$ cat config.mk
export PLATFORM = sky130hd
export DESIGN_NAME = digest_capture
export DESIGN_NICKNAME = d
export VERILOG_FILES = /design/src/rtl/digest_capture.sv
export SDC_FILE = /design/constraint.sdc
export NUM_CORES = 1
export LEC_CHECK = 0
export BUFFER_PORTS_ARGS = -buffer_cell sky130_fd_sc_hd__buf_4
export CAP_MARGIN = 15
export CORE_ASPECT_RATIO = 0.6
export CORE_MARGIN = 1.5
export CORE_UTILIZATION = 40
export CTS_BUF_LIST = sky130_fd_sc_hd__clkbuf_8
export CTS_CLUSTER_SIZE = 10
export DETAILED_ROUTE_END_ITERATION = 12
export PLACE_DENSITY = 0.64
export REMOVE_ABC_BUFFERS = 1
export SYNTH_ARGS = -nofsm -noshare
export SYNTH_HDL_FRONTEND = slang
export SYNTH_SLANG_ARGS = --single-unit
$ cat constraint.sdc
create_clock -name clk -period 14.7 [get_ports clk]
set_input_delay 3.675 -clock clk [delete_from_list [all_inputs] [get_ports clk]]
set_output_delay 3.675 -clock clk [all_outputs]
set_load 0.005 [all_outputs]
$ cat src/rtl/digest_capture.sv
// digest_capture: shadows a window of register-file write-backs, freezes on halt or watchdog, streams the digest out
module digest_capture #(
  parameter int NUM_WORDS   = 8,
  parameter int WORD_W      = 32,
  parameter int FIRST_REG   = 10,
  parameter int HALT_CYCLES = 4,
  parameter int MAX_CYCLES  = 1000000,
  parameter int CNT_W       = 32
) (
  input  logic                        clk,
  input  logic                        reset,
  input  logic                        rf_we,
  input  logic [4:0]                  rf_waddr,
  input  logic [WORD_W-1:0]           rf_wdata,
  input  logic [31:0]                 pc,
  input  logic                        rearm,
  output logic                        done,
  output logic                        timeout,
  output logic [CNT_W-1:0]            cycle_count,
  output logic [NUM_WORDS*WORD_W-1:0] digest,
  output logic                        out_valid,
  output logic [WORD_W-1:0]           out_data,
  output logic                        out_last,
  input  logic                        out_ready
);
  localparam int IW = NUM_WORDS > 1 ? $clog2(NUM_WORDS) : 1;
  localparam int SW = $clog2(HALT_CYCLES + 1);
  localparam logic [1:0] RUN = 2'd0, DONE = 2'd1, DRAINED = 2'd2, TMO = 2'd3;
  logic [1:0]        state;
  logic [WORD_W-1:0] words [NUM_WORDS];
  logic [CNT_W-1:0]  cnt;
  logic [SW-1:0]     same_cnt;
  logic [31:0]       last_pc;
  logic [IW-1:0]     idx;
  logic              same, halt, tmo, last, run;
  assign run  = state == RUN;
  assign same = pc == last_pc;
  assign halt = same && same_cnt == SW'(HALT_CYCLES - 2);
  assign tmo  = cnt + 1'b1 == CNT_W'(MAX_CYCLES);
  assign last = idx == IW'(NUM_WORDS - 1);
  assign done        = state == DONE || state == DRAINED;
  assign timeout     = state == TMO;
  assign out_valid   = state == DONE;
  assign out_data    = words[idx];
  assign out_last    = out_valid && last;
  assign cycle_count = cnt;
  for (genvar i = 0; i < NUM_WORDS; i++) begin : g_dig
    assign digest[(NUM_WORDS-1-i)*WORD_W +: WORD_W] = words[i];
  end
  always_ff @(posedge clk)
    if (reset || (!run && rearm))
      for (int k = 0; k < NUM_WORDS; k++) words[k] <= '0;
    else if (run && rf_we)
      for (int k = 0; k < NUM_WORDS; k++)
        if (rf_waddr == 5'(FIRST_REG + k)) words[k] <= rf_wdata;
  // halt takes priority over a watchdog expiring on the same edge
  always_ff @(posedge clk)
    if (reset) begin
      state    <= RUN;
      cnt      <= '0;
      same_cnt <= '0;
      last_pc  <= '0;
      idx      <= '0;
    end else if (run) begin
      last_pc  <= pc;
      same_cnt <= same ? (&same_cnt ? same_cnt : same_cnt + 1'b1) : '0;
      cnt      <= cnt + 1'b1;
      state    <= halt ? DONE : tmo ? TMO : RUN;
    end else if (rearm) begin
      state    <= RUN;
      cnt      <= '0;
      same_cnt <= '0;
      last_pc  <= pc;
      idx      <= '0;
    end else if (out_valid && out_ready) begin
      idx   <= last ? idx : idx + 1'b1;
      state <= last ? DRAINED : DONE;
    end
endmodule

Word level (Yosys, flattened, before mapping)
Memory sizes are Yosys's and may differ from the RTL's. A register that Yosys moved wholly into a read port is not among the register bits.
Index checks and enable logic that the tools add are counted.
- bits in registers: 72
- output and inout bits: 324
- memories kept: 1
- bits in writable memories: 256
- word-level logic and storage cells: 111
- input port bits: 74
- $add $sub $neg: 3
- reductions and logical operators: 15
- equality and inequality tests: 17
- multiplexer cells: 61
- bitwise gates (word level): 9
- memory list (memory ; words ; width ; rd ports ; clocked after memory_dff ; wr ports ; line ; text):
    words ; 8 ; 32 ; 9 ; 1 ; 8 ; 30 ; logic [WORD_W-1:0] words [NUM_WORDS];
- operator list (cell ; number):
    32-bit two-way mux ; 12
    1-bit two-way mux ; 34
    32-bit by 1-bit adder with 32-bit output, second input constant ; 1
    32-bit by 20-bit == test with 1-bit output, second input constant ; 1
    32-bit == test ; 1
    5-bit by 4-bit == test with 1-bit output, second input constant ; 6
    3-bit two-way mux ; 9
    2-bit two-way mux ; 6
    5-bit == test, second input constant ; 2
    1-bit bitwise OR ; 8
    3-bit by 1-bit adder with 3-bit output, second input constant ; 2
    3-bit AND reduction ; 2
    1-bit logical AND ; 5
    2-bit == test, second input constant ; 2
    2-bit nonzero test ; 2
    3-bit by 2-bit == test with 1-bit output, second input constant ; 1
    3-bit == test, second input constant ; 1
    3-bit != test, second input constant ; 1
    3-bit nonzero test ; 1
    2-bit by 1-bit == test with 1-bit output, second input constant ; 1
    2-bit logical NOT ; 1
    1-bit logical OR ; 2
    2-bit != test, second input constant ; 1
    2-bit AND reduction ; 1
    2 further kinds ; 2

Longest topological paths before layout
Gate-level depths: netlist of the first run.
- depth after elaboration: 7
- gate-level depth with buffers: 9
- mapped depth without buffers: 9

Least setup slack after synthesis of the first run
No wires, ideal clock.
- path type: input -> register
- from: input port rf_we
- to: memory words[6][0], enable pin
- path buffers: 0
- arrival: 6.839 ns
- stages on the path: 3
- setup time: 0.470 ns
- slack: 7.390 ns
- data required time: 14.230 ns
- cell sequence: nand2_1 or4b_2 o31ai_1
- RTL lines (item ; line ; text):
    start, declared ; 12 ; input logic rf_we,
    end, declared ; 30 ;

==> results of run 1 <==
## path summary, 6_finish.rpt
kind,from,endpoint,slack [ns],cells past startpoint
worst min register to register,last_pc[12],last_pc[12],0.46,2
worst max-delay path,flop,out_data[25],8.07,5
worst max register to register,state[0],words[0][0],10.90,7
worst min-delay path,last_pc[12],last_pc[12],0.46,2
## per-stage QoR
stage,cells,setup WS (ns),hold WS (ns),power [W]
2_1_floorplan,1142,6.94,0.438,0.00114
3_3_place_gp,2056,8.27,0.449,0.00126
3_5_place_dp,2056,8.17,0.457,0.00126
4_1_cts,2146,7.84,0.465,0.00201
5_1_grt,2148,7.87,0.484,0.00206
6_report,2148,8.07,0.464,0.00199
## cell families after synthesis
logic type,synth area share (%)
compound gates,5.54
xor+xnor,2.28
mux,12.3
buf+inv,3.12
fa+ha+maj,0.752
flops,61.3
simple gates,14.7
## per-layer routing
layer	GRT usage [%]	share of wire [%]	vias up
met1	34.4	43	5797
met5	0	0	-
li1	-	-	5231
met2	37.5	47	535
met3	4.24	7.4	78
met4	7.58	2.7	0
## registers in the layout, summed over array words and instances, names as in the netlist, named ones only
register	cells
idx	3
cycle_count	32
last_pc	32
same_cnt	3
words	256
state	2
## worst min-delay path: cells and delay by family (launching register included)
family          cells  cell delay, ns
simple gates        1            0.05
flops               1            0.32
compound gates      1            0.05
## cell type report
type / count / area share (%)
Antenna cell: 1 / 0.0129
Tap cell: 504 / 3.24
Timing Repair Buffer: 411 / 15.9
Multi-Input combinational cell: 772 / 27.7
Clock inverter: 32 / 0.939
Clock buffer: 58 / 4.10
Inverter: 39 / 0.753
Sequential cell: 331 / 47.3
## cell usage in the layout, fill, tap and decap left out, types with 5 or more instances in the layout
cell type and n:
a211oi_1 6, a21oi_1 62, a311oi_1 7, and2_1 6, and3_1 8, buf_4 410, clkbuf_8 58, clkinv_1 11
clkinv_2 5, dfxtp_1 72, edfxtp_1 256, ha_1 9, inv_1 51, mux2_2 32, mux4_2 64, nand2_1 134
nand2_2 8, nand3_1 12, nand3b_1 7, nand4_1 16, nor2_1 226, nor3_1 14, nor4_1 16, o21ai_0 21
or3_1 7, xor2_1 35
## power by group through the flow
stage | clock network, W | registers (W) | logic, W
after floorplan | 0 | 0.00109 | 0.0000509
after global placement | 0 | 0.00110 | 0.000158
after detailed placement | 0 | 0.00110 | 0.000160
after CTS | 0.000769 | 0.00108 | 0.000161
after global routing | 0.000805 | 0.00108 | 0.000170
final | 0.000751 | 0.00108 | 0.000159
==> run_results.csv, run 1 <==
group,metric,value,unit
floorplan,io_pins,398,
synthesis,postSynthAreaPerCell,12.3,sq um
timing,skew,0.0300,ns
timing,final-hold-violation-count,0,
timing,maxSlewViolCount,0,
timing,worst_pin_slew,1.15,ns
synthesis,synth_async_sr_flop_share,0,%
clock_network,cts_resized,0,
placed_design,gp_congestion,0.894,
power_and_ir_drop,pwr-share-clk,37.7,%
global_route,grt_max_degree,67,
placed_design,port_buffers,397,
floorplan,die_x,253,um
floorplan,dieArea,0.0387,sq mm
clock_network,numCtsBuffers,51,
timing,fmax,0.151,GHz
timing,finalSetupViolCount,0,
global_route,grt_usage,24.1,%
critical_path,crit_required,11.02,ns
floorplan,start_util,40.9,%
routing,vias_per_cell,5.42,
final_layout,area_growth,29.8,%
clock_network,cts_buffer_depth,3,
synthesis,synth_area_leaders,"edfxtp_1, dfxtp_1, mux4_2",
clock_network,cts_tree,"yes",
timing,rsz0062_at_grt,"no",
clock_network,cts-root-buf,"clkbuf_8",
flow_run,cap_viol_max_count,0,
critical_path,crit_type,"reg -> out",
critical_path,critPathArrivalTime,2.95,ns
critical_path,cp_cell_sequence,"buf_4 -> buf_12 -> mux4_2 -> mux2_2 -> buf_4",
clock_network,post-cts-setup-buffer-count,0,
synthesis,yosys-top-cells-count,"edfxtp_1, nor2_1, nand2_1, dfxtp_1, mux4_2",
clock_network,postCtsHoldBufs,0,
global_route,grt_pass1_wl,70.1,mm
placed_design,dpl-instance-area,0.0184,sq mm
synthesis,yosysWarningCount,0,
synthesis,yosysMostFrequentCell,"edfxtp_1",
critical_path,critPathMostFrequentCell,"buf_4",
clock_network,htree_num_levels,2,
synthesis,yosys_most_used_dff,"edfxtp_1",
clock_network,path_clk_slew,0.06,ns
synthesis,synth_top_area_share,51.3,%
routing,wl_per_cell,22.3,um
critical_path,critical_path_peak_fanout,29,
final_layout,register_area,0.00920,sq mm
power_and_ir_drop,pwr-share-comb,8.0,%
placed_design,dpl.hpwl,33.6,mm
final_layout,drive_above_1_share,37.0,%
critical_path,start_kind,"flop",
run_status,status,"finished clean",
routing,drc,0,
synthesis,yosysUniqueCellTypes,65,
power_and_ir_drop,power.density,102,mW/mm^2
final_layout,design_area,0.0194,sq mm
timing,fin_crit_sh,45.1,%
floorplan,num_rows,54,
final_layout,nets,1689,
critical_path,cp_slowest_cell,"mux4_2",
floorplan,coreArea,0.0366,sq mm
power_and_ir_drop,p_seq_share,54.3,%
routing,drt.antenna.violating_nets,0,
routing,vias,11641,
power_and_ir_drop,p_leak,7.88,nW
routing,drt-initial-drc-count,978,
timing,slew_headroom,23.5,%
routing,wl,47.9,mm
critical_path,end_kind,"output pin",
power_and_ir_drop,p_sw,0.000482,W
synthesis,synth_area,0.0150,sq mm
synthesis,synth_seq_area_share,61.3,%
power_and_ir_drop,cellInternalPower,0.00151,W
critical_path,slowest_delay,0.57,ns
final_layout,multi_input_area,0.00539,sq mm
hold_path,hold_path_class,"reg -> reg",
final_layout,final_core_util,53.1,%
global_route,antenna_found_initial,1,
timing,fin_crit,6.63,ns
synthesis,synth_seq_cells,331,
final_layout,fillers,3190,
power_and_ir_drop,ir_drop,0.0690,mV
routing,dr.pass1.iters,7,
global_route,gr-total-overflow,0,
timing,setup_tns,0,ns
floorplan,die_y,153,um
synthesis,syn_inst,1223,
global_route,grt_pass1_vias,11060,
synthesis,synth.largest_area_cell,"edfxtp_1",
power_and_ir_drop,switching_share,24.2,%
critical_path,crit_family,"buffers and inverters",
synthesis,synth-edff-count,256,
clock_network,clock_latency,0.61,ns
clock_network,cts_sinks,331,
critical_path,worst-path-buf-inv,3,
Power figures use the tool's default switching activity.
==> run 2, diff against run 1 <==
==> constraint.sdc (replaced) <==
create_clock -name clk -period 6.7 [get_ports clk]
set_input_delay 1.675 -clock clk [delete_from_list [all_inputs] [get_ports clk]]
set_output_delay 1.675 -clock clk [all_outputs]
set_load 0.005 [all_outputs]
==> run 2 against run 1 <==
  * Critical path depth shrank 1
  * Flip-flop and latch count is the same
  * Register-to-register slack worse by 8.0 ns
  * Cell area is 0.18% higher
  * Sequential share of layout area decreased by 0.085 points
  * Global-route usage increased by 0.41 points
  * Clock power is 130% higher
  * Sequential power is 120% higher
  * Worst hold slack worse by 0.0011 ns
  * Highest routed layer unchanged
==> run_results.csv, run 2 (synthesis results as in run 1) <==
group,metric,value,unit
run_status,status,"finished clean",
floorplan,start_util,40.9,%
critical_path,critical_path_peak_fanout,44,
critical_path,end_kind,"output pin",
critical_path,crit_cells,4,
critical_path,crit_type,"reg -> out",
global_route,grt_pass1_wl,71.7,mm
routing,dr_wl_met3,3.59,mm
routing,wl,48.1,mm
clock_network,cts_sinks,331,
global_route,grt_usage,24.5,%
power_and_ir_drop,power.density,230,mW/mm^2
critical_path,critPathArrivalTime,3.06,ns
timing,final-hold-violation-count,0,
final_layout,fin_cells,2148,
final_layout,final_cell_mix,"buf_4, edfxtp_1, nor2_1, nand2_1, dfxtp_1",
critical_path,reg2reg_depth,7,
critical_path,start_kind,"flop",
clock_network,post-cts-setup-buffer-count,0,
timing,worst_pin_slew,1.08,ns
placed_design,gp_congestion,0.878,
critical_path,r2r_end,"words[0][26]",
timing,setup_tns,0,ns
timing,finalSetupViolCount,0,
floorplan,dieArea,0.0387,sq mm
routing,highest_layer,"met4",
final_layout,largest_register_ffs,256,
routing,routed-wl-met2,22.6,mm
timing,fmax,0.211,GHz
critical_path,critPathMostFrequentCell,"buf_4",
critical_path,timing.reg2reg.setup_slack,2.93,ns
power_and_ir_drop,ir_drop,0.170,mV
power_and_ir_drop,total_power,0.00448,W
critical_path,crit_family,"flip-flops",
critical_path,r2r-start,"state[0]",
flow_run,cap_viol_max_count,0,
global_route,grt_max_degree,72,
hold_path,hold_path_class,"reg -> reg",
clock_network,cts_resized,0,
placed_design,port_buffers,397,
critical_path,worst-path-buf-inv,2,
timing,slew_headroom,28.2,%
final_layout,largest-register,"words",
hold_path,hold_depth,2,
timing,skew,0.0349,ns
placed_design,dpl.hpwl,33.4,mm
timing,rsz0062_at_grt,"no",
final_layout,nets,1687,
final_layout,area_growth,30.0,%
critical_path,cp_cell_sequence,"buf_4 -> mux4_2 -> mux2_2 -> buf_4",
final_layout,antennaDiodeCount,0,
routing,vias,11670,
timing,maxSlewViolCount,0,
critical_path,crit_required,5.03,ns
timing,fin_crit_sh,70.6,%
floorplan,die_y,153,um
clock_network,numCtsBuffers,51,
clock_network,htree_num_levels,2,
clock_network,clock_latency,0.61,ns
critical_path,crit_path_end,"out_data[13]",
global_route,gr-total-overflow,0,
floorplan,num_rows,54,
clock_network,cts_tree,"yes",
critical_path,cp_slowest_cell,"dfxtp_4",
floorplan,coreArea,0.0366,sq mm
routing,drt-initial-drc-count,1014,
routing,drt.antenna.violating_nets,0,
routing,wl_per_cell,22.4,um
power_and_ir_drop,p_leak,7.90,nW
final_layout,final_core_util,53.2,%
routing,drc,0,
global_route,antenna_found_initial,0,
placed_design,dp.cells,2055,
routing,met1_length,20.6,mm
floorplan,io_pins,398,
routing,vias_per_cell,5.43,
global_route,grt_pass1_vias,11327,
floorplan,die_x,253,um
timing,fin_crit,4.73,ns
final_layout,final_common_cell,"buf_4",
critical_path,slowest_delay,0.92,ns
clock_network,cts-root-buf,"clkbuf_8",
clock_network,path_clk_slew,0.06,ns
routing,dr.pass1.iters,5,
clock_network,cts_buffer_depth,3,
clock_network,postCtsHoldBufs,0,
final_layout,drive_above_1_share,36.7,%
[run 2: cell count changes in the layout (fill, tap and decap cells not counted), sizes merged]
cell    before  now
bufinv       1    5
clkbuf      58   54
clkinv      17   20
buf        411  409
diode        1    0
[run 2: routing by layer]
metal,track usage (%),vias to the layer above
met4,8.01,0
met1,34.7,5802
met5,0,-
met2,38.3,562
met3,4.29,81
li1,-,5225
[run 2: power breakdown]
| part | switching, W | internal, W |
|---|---|---|
| Clock | 0.000821 | 0.000942 |
| Combinational | 0.000177 | 0.000173 |
| Sequential | 0.0000681 | 0.00230 |
| Total | 0.00107 | 0.00342 |
[run 2: worst min path at each step]
stage                     start           to  slack, ns
finish              last_pc[19]  last_pc[19]       0.46
global route         last_pc[7]   last_pc[7]       0.48
CTS                 last_pc[24]  last_pc[24]       0.47
detailed placement  last_pc[24]  last_pc[24]       0.46
global placement     last_pc[1]   last_pc[1]       0.45
floorplan            last_pc[0]   last_pc[0]       0.44
[run 2: area by class of cell]
class                   instances  area [sq um]
flip-flops and latches        331          9200
inverters                      39           146
clock buffers                  54           743
multi-input cells             772          5390
clock inverters                39           303
fillers                      3186         17100
well taps                     504           631
repair buffers                409          3070
[run 2: tightest hold or removal path: stages, from the launching register on]
cell,delay [ns]
dfxtp_1,0.31
nand2_1,0.05
a21oi_1,0.05
[run 2: metrics by stage]
| step | hold WS, ns | setup slack [ns] | instance area (sq um) |
|---|---|---|---|
| 2_1_floorplan | 0.438 | 0.600 | 14700 |
| 3_3_place_gp | 0.449 | 2.19 | 18400 |
| 3_5_place_dp | 0.457 | 2.22 | 18400 |
| 4_1_cts | 0.466 | 1.78 | 19500 |
| 5_1_grt | 0.480 | 1.70 | 19500 |
| 6_report | 0.463 | 1.97 | 19500 |
==> run 3, diff against run 2 <==
--- a/config.mk
+++ b/config.mk
@@ -5,6 +5,7 @@
 export SDC_FILE = /design/constraint.sdc
 export NUM_CORES = 1
 export LEC_CHECK = 0
+export ABC_AREA = 1
 export BUFFER_PORTS_ARGS = -buffer_cell sky130_fd_sc_hd__buf_4
 export CAP_MARGIN = 15
 export CORE_ASPECT_RATIO = 0.6
==> constraint.sdc (replaced) <==
create_clock -name clk -period 5 [get_ports clk]
set_input_delay 1.25 -clock clk [delete_from_list [all_inputs] [get_ports clk]]
set_output_delay 1.25 -clock clk [all_outputs]
set_load 0.005 [all_outputs]
==> run 3 against run 2 <==
  * Total power up 39%
  * Synthesized cell count up 43%
  * First-iteration DRC count up 37%
  * Sequential power up 41%
  * Synthesized area up 2.5%
  * Largest power group unchanged
  * Critical path type unchanged
  * Setup slack worse by 1.2 ns
  * Non-clock buffer count up 18
  * Critical endpoint is now out_data[24]
  * Cell area up 1.9%
  * Utilization down 0.67 points
  * Combinational power up 130%
  * Sequential share of layout area down 0.88 points
  * Routed wire length up 10%
==> run_results.csv, run 3 <==
group,metric,value,unit
critical_path,crit_required,3.75,ns
synthesis,yosys-top-cells-count,"nor2_1, edfxtp_1, nand2_1, o21ai_0, inv_1",
final_layout,drive_above_1_share,24.9,%
final_layout,fillers,3553,
global_route,grt_pass1_wl,78.5,mm
power_and_ir_drop,power.density,314,mW/mm^2
timing,slew_headroom,22.0,%
timing,skew,0.0301,ns
synthesis,synth-xor-area-share,1.43,%
power_and_ir_drop,p_leak,8.33,nW
critical_path,cp_slowest_cell,"buf_4",
synthesis,synth_seq_cells,331,
clock_network,path_clk_slew,0.06,ns
hold_path,hold_path_class,"reg -> reg",
critical_path,start_kind,"flop",
timing,setup_tns,0,ns
final_layout,largest-register,"words",
flow_run,cap_viol_max_count,0,
timing,final-hold-violation-count,0,
synthesis,synth_seq_area_share,59.8,%
power_and_ir_drop,ir_drop,0.178,mV
floorplan,die_x,256,um
routing,drc,0,
synthesis,synth_area_leaders,"edfxtp_1, nor2_1, dfxtp_1",
synthesis,yosysWarningCount,0,
final_layout,design_area,0.0198,sq mm
synthesis,yosys-mux-area-fraction,0,%
final_layout,largest_register_ffs,256,
routing,vias,13871,
floorplan,num_rows,55,
synthesis,synth_async_sr_flop_share,0,%
timing,fin_crit_sh,84.1,%
final_layout,nets,2216,
timing,maxSlewViolCount,0,
clock_network,cts-root-buf,"clkbuf_8",
synthesis,yosysMostFrequentCell,"nor2_1",
final_layout,area_growth,29.2,%
synthesis,syn_inst,1744,
floorplan,die_y,155,um
synthesis,postSynthAreaPerCell,8.81,sq um
synthesis,synth.largest_area_cell,"edfxtp_1",
clock_network,postCtsHoldBufs,0,
placed_design,dpl-instance-area,0.0189,sq mm
final_layout,final_common_cell,"nor2_1",
synthesis,yosys_most_used_dff,"edfxtp_1",
timing,fmax,0.238,GHz
critical_path,end_kind,"output pin",
final_layout,fin_cells,2684,
critical_path,cp_cell_sequence,"buf_4 -> buf_4 -> o21ai_0 -> o22ai_1 -> nor2_1 -> a31oi_1 -> buf_4",
critical_path,slowest_delay,0.66,ns
global_route,grt_usage,25.9,%
floorplan,io_pins,398,
clock_network,clock_latency,0.61,ns
routing,drt.antenna.violating_nets,0,
synthesis,yosysUniqueCellTypes,32,
floorplan,start_util,40.7,%
routing,wl,53.1,mm
critical_path,crit_type,"reg -> out",
placed_design,port_buffers,397,
placed_design,dp.cells,2594,
run_status,status,"finished clean",
clock_network,post-cts-setup-buffer-count,0,
synthesis,synth_top_family_by_area,"simple AND/OR/NAND/NOR gates",
critical_path,critical_path_peak_fanout,72,
global_route,gr-total-overflow,0,
clock_network,numCtsBuffers,50,
clock_network,htree_num_levels,2,
routing,dr.pass1.iters,7,
global_route,grt_max_degree,73,
global_route,grt_pass1_vias,12976,
critical_path,critPathMostFrequentCell,"buf_4",
routing,drt-initial-drc-count,1392,
synthesis,yosys.area_share.simple,22.4,%
clock_network,cts_tree,"yes",
synthesis,synthAdderAreaFrac,0.733,%
critical_path,critPathArrivalTime,2.96,ns
clock_network,cts_resized,0,
synthesis,synth-edff-count,256,
synthesis,synth_area,0.0154,sq mm
placed_design,dpl.hpwl,36.5,mm
floorplan,coreArea,0.0378,sq mm
placed_design,gp_congestion,0.933,
floorplan,dieArea,0.0396,sq mm
global_route,antenna_found_initial,1,
timing,worst_pin_slew,1.17,ns
timing,finalSetupViolCount,0,
timing,fin_crit,4.21,ns
synthesis,synth_top_area_share,50.0,%
timing,worst_slack,0.793,ns
synthesis,synth_compound_area_share,10.1,%
routing,vias_per_cell,5.17,
timing,rsz0062_at_grt,"no",
final_layout,final_cell_mix,"nor2_1, buf_4, edfxtp_1, nand2_1, o21ai_0",
clock_network,cts_buffer_depth,3,
placed_design,place_ws,1.40,ns
routing,wl_per_cell,19.8,um
clock_network,cts_sinks,331,
==> run 3: cell types whose count changed after synthesis, sizes merged, moves of 32 or more <==
cell | previous run | this run
inv | 38 | 129
mux2 | 32 | 0
mux4 | 64 | 0
nand2 | 142 | 222
nor2 | 227 | 584
o21ai | 24 | 173
o22ai | 0 | 32
xor2 | 35 | 1
==> run 3: layer usage <==
| metal | vias up | wire, um | GRT usage [%] |
|---|---|---|---|
| met5 | - | 0 | 0 |
| met4 | 0 | 1950 | 10.0 |
| met3 | 116 | 4250 | 4.75 |
| met2 | 652 | 23400 | 39.7 |
| met1 | 6578 | 23500 | 36.7 |
| li1 | 6525 | - | - |
==> run 3: report_power, final <==
part           switching, W  internal (W)  leakage, nW
Sequential         0.000141       0.00318         3.27
Combinational      0.000454      0.000353         4.53
Clock               0.00108       0.00102        0.536
Total               0.00168       0.00456         8.33
==> run 3: cell type report <==
type                       count  area, sq um  area share (%)
antenna                        1         2.50          0.0126
clock buffer                  52          716            3.61
clock inverter                37          189           0.952
inverter                     132          497            2.50
multi-input combinational   1191         5390            27.1
sequential                   331         9190            46.3
tap                          513          642            3.23
timing repair buffer         427         3220            16.2
==> run 3: worst max-delay path, delay by kind of cell (launching register included) <==
kind                   cells  cell delay [ns]
buffers and inverters      3             1.29
DFF                        1             0.34
and+or+nand+nor            1             0.06
AOI/OAI and AO/OA          3             0.61
==> run 3: stage by stage <==
| step | hold slack [ns] | util, % | power (W) |
|---|---|---|---|
| final | 0.464 | 52.5 | 0.00624 |
| after global placement | 0.457 | 50.1 | 0.00418 |
| after floorplan | 0.444 | - | 0.00363 |
| after detailed placement | 0.459 | 50.1 | 0.00419 |
| after global routing | 0.497 | 52.5 | 0.00649 |
| after CTS | 0.468 | 52.5 | 0.00629 |
==> run 3: cell families after synthesis <==
logic type                 Yosys count
adders and majority gates            9
DFF                                331
and+or+nand+nor                    867
buffers and inverters              222
AOI/OAI and AO/OA                  290
xor gates and xnor gates            25
==> run 3: final timing paths <==
kind	start	endpoint	slack [ns]	cells after the start
hold reg to reg	last_pc[3]	last_pc[3]	0.46	2
setup / recovery	flop	out_data[24]	0.79	7
hold / removal	last_pc[3]	last_pc[3]	0.46	2
setup reg to reg	state[1]	words[2][24]	1.78	11
